===== src/rtl/button_debounce.sv =====
// Multi-channel button debouncer.
// Each channel goes through a two-flop synchronizer. A counter then has to see DEBOUNCE
// consecutive mismatching samples before the debounced level changes. Registered rise/fall
// pulses line up with the cycle in which db_out takes its new value.
module button_debounce #(
    parameter int unsigned WIDTH    = 2,
    parameter int unsigned DEBOUNCE = 50000
) (
    input  logic             clk,
    input  logic             rst,
    input  logic [WIDTH-1:0] btn_in,
    output logic [WIDTH-1:0] db_out,
    output logic [WIDTH-1:0] rise,
    output logic [WIDTH-1:0] fall
);

    localparam int unsigned CW = (DEBOUNCE > 2) ? $clog2(DEBOUNCE) : 1;
    localparam logic [CW-1:0] CntMax = CW'(DEBOUNCE - 1);

    logic [WIDTH-1:0]         s1_q, s2_q;
    logic [WIDTH-1:0]         stable_q, stable_d;
    logic [WIDTH-1:0]         rise_q, fall_q;
    logic [WIDTH-1:0][CW-1:0] cnt_q, cnt_d;

    // Next-state for counters and stable levels. Any sample that agrees with the current
    // stable level clears the count, so a bounce always restarts the full window.
    always_comb begin
        stable_d = stable_q;
        cnt_d    = '0;
        for (int i = 0; i < int'(WIDTH); i++) begin
            if (s2_q[i] != stable_q[i]) begin
                if (cnt_q[i] == CntMax) begin
                    stable_d[i] = s2_q[i];
                end else begin
                    cnt_d[i] = cnt_q[i] + 1'b1;
                end
            end
        end
    end

    // State registers; reset overrides everything, including a level change due this cycle.
    always_ff @(posedge clk) begin
        if (rst) begin
            s1_q     <= '0;
            s2_q     <= '0;
            stable_q <= '0;
            cnt_q    <= '0;
            rise_q   <= '0;
            fall_q   <= '0;
        end else begin
            s1_q     <= btn_in;
            s2_q     <= s1_q;
            stable_q <= stable_d;
            cnt_q    <= cnt_d;
            rise_q   <= stable_d & ~stable_q;
            fall_q   <= ~stable_d & stable_q;
        end
    end

    assign db_out = stable_q;
    assign rise   = rise_q;
    assign fall   = fall_q;

endmodule


===== config.mk =====
export PLATFORM = sky130hd
export DESIGN_NAME = button_debounce
export DESIGN_NICKNAME = d
export VERILOG_FILES = /design/src/rtl/button_debounce.sv
export SDC_FILE = /design/constraint.sdc
export NUM_CORES = 1
export LEC_CHECK = 0
export ABC_CLOCK_PERIOD_IN_PS = 2000
export BUFFER_PORTS_ARGS = -buffer_cell sky130_fd_sc_hd__clkbuf_2
export CORE_ASPECT_RATIO = 1.2
export CORE_MARGIN = 2
export CORE_UTILIZATION = 59
export CTS_BUF_LIST = sky130_fd_sc_hd__clkbuf_16
export CTS_CLUSTER_SIZE = 16
export DETAILED_ROUTE_END_ITERATION = 16
export GPL_TIMING_DRIVEN = 0
export PLACE_DENSITY_LB_ADDON = 0.2
export SETUP_SLACK_MARGIN = 0.5
export SLEW_MARGIN = 20
export SYNTH_ARGS = -nofsm -noshare
export SYNTH_HDL_FRONTEND = slang
export SYNTH_SLANG_ARGS = --single-unit

===== constraint.sdc =====
create_clock -name clk -period 2 [get_ports clk]
set_input_delay 0.1 -clock clk [delete_from_list [all_inputs] [get_ports clk]]
set_output_delay 0.1 -clock clk [all_outputs]
set_load 0.1 [all_outputs]

# Word level (Yosys, flattened, before mapping)
# Index checks and enable logic that the tools add are counted.
# totals
regBits,42
inputBits,4
out_inout_bits,6
# classes
add_sub_neg,2
eq_ne,4
muxes,4
n_bitwise,6
reduce_logical,2
# ops
op,n
16-bit by 1-bit adder with 16-bit output (second input constant),2
16-bit == test (second input constant),2
3-bit OR reduction,2
2-bit AND,2
1-bit two-way mux,4
2-bit inverter,2
1-bit != test,2
1-bit inverter,2

# Logic depth before layout (Yosys ltp)
# logic_depth
ltp_word,5
ltp_mapped,6

# Worst setup path after synthesis
# Ideal clock, no wire load.
# synth_timing
kind,register to register
from,"reg stable_q[0], in the netlist db_out[0]"
to,reg cnt_q[11] in the netlist's numbering
setup_ns,0.064
arrival_time_ns,1.696
path_slack_ns,0.240
path_stages_with_launch,6
period_less_slack_ns,1.760
path_cell_list,dfxtp_1 -> nand2b_1 -> a21oi_1 -> o21ai_2 -> buf_4 -> nor2_1
# synth_between
elab_chain_cells,3
# synth_rtl
item,line,text
"start, declared",21,"logic [WIDTH-1:0] stable_q, stable_d;"
"start signal, assigned",53,stable_q <= stable_d;
1-bit != test,31,if (s2_q[i] != stable_q[i]) begin
1-bit inverter (no source line),--,
3-bit OR reduction (no source line),--,
"end signal, assigned",54,cnt_q <= cnt_d;
"end, declared",23,"logic [WIDTH-1:0][CW-1:0] cnt_q, cnt_d;"
# Every way passes these cells.
# A chain may end at the register's enable or synchronous reset.

# Worst setup path after layout
# layout_timing
from,reg cnt_q[11] in the netlist's numbering
to,reg cnt_q[3] in the netlist's numbering
# layout_between
elab_chain_cells,2
# layout_rtl
item,line,text
16-bit == test,32,if (cnt_q[i] == CntMax) begin
3-bit OR reduction (no source line),--,
# Every way passes these cells.

==> impl_metrics.sql <==
INSERT INTO impl_metrics (metric_group, metric, value, unit) VALUES
('power_and_ir_drop', 'intPower', '1.44', 'mW'),
('critical_path', 'cpMaxStageDelayCell', 'sky130_fd_sc_hd__or3_4', ''),
('drt', 'drt_iter0_markers', '36', ''),
('layout', 'commonest_non_fill_non_tap_cell_in_the_layout', 'sky130_fd_sc_hd__nor2_1', ''),
('yosys', 'synth_edf_count', '0', ''),
('power_and_ir_drop', 'report.power.total', '1.78', 'mW'),
('layout', 'nNetsFinal', '227', ''),
('timing', 'minimum_setup_slack_in_the_final_design', '497', 'ps'),
('layout', 'multi_input_combinational_cell_area', '1010', 'µm²'),
('yosys', 'postSynth.topFlopCell', 'sky130_fd_sc_hd__dfxtp_1', ''),
('critical_path', 'r2r_end', 'cnt_q[3]', ''),
('floorplanning', 'die-height', '63.8', 'µm'),
('critical_path', 'ff2ff_setup_slack', '500', 'ps'),
('power_and_ir_drop', 'proportion_of_power_drawn_by_combinational_gates', '1.6', '%'),
('drt', 'drt_wl_total', '3920', 'µm'),
('cts', 'clk_path_buf_depth', '2', ''),
('worst_hold_path', 'holdCritPathClass', 'in2reg', ''),
('yosys', 'synthesized_area', '1760', 'µm²'),
('yosys', 'fraction_of_the_mapped_netlist_area_in_simple_logic_gates', '31.7', '%'),
('critical_path', 'critical_path_buf_inv_count', '1', ''),
('power_and_ir_drop', 'total_switching_power', '0.342', 'mW'),
('run_status', 'run_status', 'finished clean', ''),
('cts', 'clk-insertion-delay-late', '280', 'ps'),
('timing', 'setup_repair_after_global_routing_missed_its_margin', 'true', ''),
('global_routing', 'grt_remaining_overflow', '0', ''),
('power_and_ir_drop', 'leakage', '0.750', 'nW'),
('layout', 'drive_above_1_share', '29.3', '%'),
('global_routing', 'gr-usage-met1', '26.0', '%'),
('critical_path', 'timing.critical_path.to', 'cnt_q[3]', ''),
('floorplanning', 'floorplan.io_pins', '10', ''),
('layout', 'register_area', '857', 'µm²'),
('global_routing', 'number_of_antenna_violations_at_the_first_check_in_global_routing', '0', ''),
('floorplanning', 'die_area', '3430', 'µm²'),
('place', 'numPortBuffers', '9', ''),
('global_routing', 'use_met2', '39.9', '%'),
('yosys', 'synth-seq-cells', '42', ''),
('yosys', 'postSynthNetCount', '197', ''),
('global_routing', 'grt_most_used_layer', 'met2', ''),
('yosys', 'syn_area_per_cell', '9.19', 'µm²'),
('critical_path', 'crit_path_end_kind', 'flop', ''),
('power_and_ir_drop', 'power.share.sequential', '47.4', '%'),
('cts', 'cts_hold_buf', '0', ''),
('timing', 'report.final.hold_viol_count', '0', ''),
('yosys', 'synth_seq_area_share', '47.9', '%'),
('timing', 'layout_worst_path_cycle_share', '75.1', '%'),
('critical_path', 'worstPathRequired', '2170', 'ps'),
('timing', 'fin_setup_tns', '0', 'ps'),
('critical_path', 'worst_r2r_path_depth', '5', ''),
('drt', 'routed_via_density', '5.73', ''),
('critical_path', 'critical_path.cell_chain', 'or3_4 -> nand3b_4 -> o21ai_4 -> buf_4 -> nor2_1', ''),
('yosys', 'cells_after_synthesis', '191', ''),
('drt', 'detail_route.wl_per_cell', '15.3', 'µm'),
('place', 'place_hpwl', '2280', 'µm'),
('global_routing', 'first_global_vias', '1422', ''),
('yosys', 'synth_top_family_by_area', 'simple AND/OR/NAND/NOR gates', ''),
('cts', 'cts_buffers', '5', ''),
('place', 'finalWeightedCongestion', '0.782', ''),
('power_and_ir_drop', 'power_density', '779', 'nW/µm²'),
('place', 'pre_cts_setup_slack', '179', 'ps'),
('critical_path', 'worstSetupStartpoint', 'cnt_q[11]', ''),
('floorplanning', 'placement_rows', '21', ''),
('cts', 'clkSinkCount', '42', ''),
('critical_path', 'cp_num_cells', '5', ''),
('cts', 'clkSlewWorstSetupHoldPaths', '60', 'ps'),
('cts', 'htreeDepth', '2', ''),
('timing', 'worst_slew_margin_rel', '63.8', '%'),
('run', 'drv.max_cap_violation_count', '0', ''),
('drt', 'drtAntennaViolNets', '0', ''),
('critical_path', 'timing.critical_path.max_delay_family', 'simple AND/OR/NAND/NOR gates', ''),
('timing', 'slew_violations', '0', ''),
('global_routing', 'maximum_number_of_pins_on_one_net_before_global_route_repair', '14', '');
## state kept, by name, indices dropped and copies added, names as in the netlist
| register | cells |
|---|---|
| s2_q | 2 |
| s1_q | 2 |
| db_out | 2 |
| cnt_q | 32 |
| rise | 2 |
| fall | 2 |
## routing by layer
layer	up-vias	wire, µm
met5	-	0
met4	0	53
met3	5	114
met2	30	2110
met1	721	1640
li1	711	-
## cell usage after synthesis, types with 2 or more instances
cell / number / share of area [%]
sky130_fd_sc_hd__buf_4: 2 / 0.86
sky130_fd_sc_hd__inv_1: 7 / 1.5
sky130_fd_sc_hd__nor4bb_1: 2 / 1.1
sky130_fd_sc_hd__nand2_1: 8 / 1.7
sky130_fd_sc_hd__nor4b_1: 2 / 1.0
sky130_fd_sc_hd__nand4_1: 7 / 2.5
sky130_fd_sc_hd__nor3_1: 12 / 3.4
sky130_fd_sc_hd__nor2_1: 35 / 7.5
sky130_fd_sc_hd__nand3_1: 10 / 2.9
sky130_fd_sc_hd__and3_1: 3 / 1.1
sky130_fd_sc_hd__ha_1: 2 / 1.4
sky130_fd_sc_hd__xor2_1: 3 / 1.5
sky130_fd_sc_hd__nand2b_1: 2 / 0.71
sky130_fd_sc_hd__or3_1: 2 / 0.71
sky130_fd_sc_hd__nor4_1: 9 / 3.2
sky130_fd_sc_hd__a21oi_1: 2 / 0.57
sky130_fd_sc_hd__xnor2_1: 26 / 13
sky130_fd_sc_hd__dfxtp_1: 42 / 48
sky130_fd_sc_hd__nor2b_1: 4 / 1.4
## what timing repair did
action / in CTS / in global routing
gates resized for setup: 8 / 28
setup endpoints to repair: 29 / 29
buffers inserted: 3 / 10
pin swaps: 3 / 9
gates cloned: 0 / 1
## power by group through the flow
stage / sequential (mW) / clock (mW) / combinational [mW]
floorplan: 0.862 / 0 / 0.0132
global placement: 0.863 / 0 / 0.0191
detailed placement: 0.863 / 0 / 0.0202
CTS: 0.845 / 0.914 / 0.0215
global route: 0.843 / 0.951 / 0.0303
finish: 0.843 / 0.907 / 0.0277
## worst min path at each step
stage / from / to / slack, ps / cells past startpoint
finish: btn_in[1] / s1_q[1] / 30 / 2
global route: btn_in[1] / s1_q[1] / 30 / 2
CTS: btn_in[0] / s1_q[0] / 30 / 2
detailed placement: btn_in[0] / s1_q[0] / 320 / 2
global placement: btn_in[1] / s1_q[1] / 310 / 2
floorplan: rst / s2_q[1] / 170 / 1
## logic make-up (layout without fill, tap and decap cells)
kind of cell,Yosys count,after routing
compound gates,4,4
xor+xnor,29,29
fa+ha+maj,2,2
buf+inv,10,41
flops,42,42
mux,1,1
simple gates,103,103
## area by class of cell
class	instances	share of cell area (%)
multi-input cells	139	44.3
clock inverters	3	1.81
plain buffers	3	0.986
flip-flops and latches	42	37.5
clock buffers	5	5.48
well taps	34	1.86
inverters	7	1.15
repair buffers	23	6.90
## through the flow
step	instances	utilization [%]	area (µm²)
6_report	256	81.2	2280
5_1_grt	256	81.2	2280
4_1_cts	245	73.8	2070
3_5_place_dp	234	65.7	1850
3_3_place_gp	234	65.7	1850
2_1_floorplan	191	-	1760
## worst register-to-register path: stages, from the launching register on
cell	delay (ps)
sky130_fd_sc_hd__dfxtp_4	350
sky130_fd_sc_hd__or3_4	390
sky130_fd_sc_hd__nand3b_4	180
sky130_fd_sc_hd__o21ai_4	260
sky130_fd_sc_hd__buf_4	170
sky130_fd_sc_hd__nor2_1	50
Note: power is estimated with default switching activity, not from simulation.
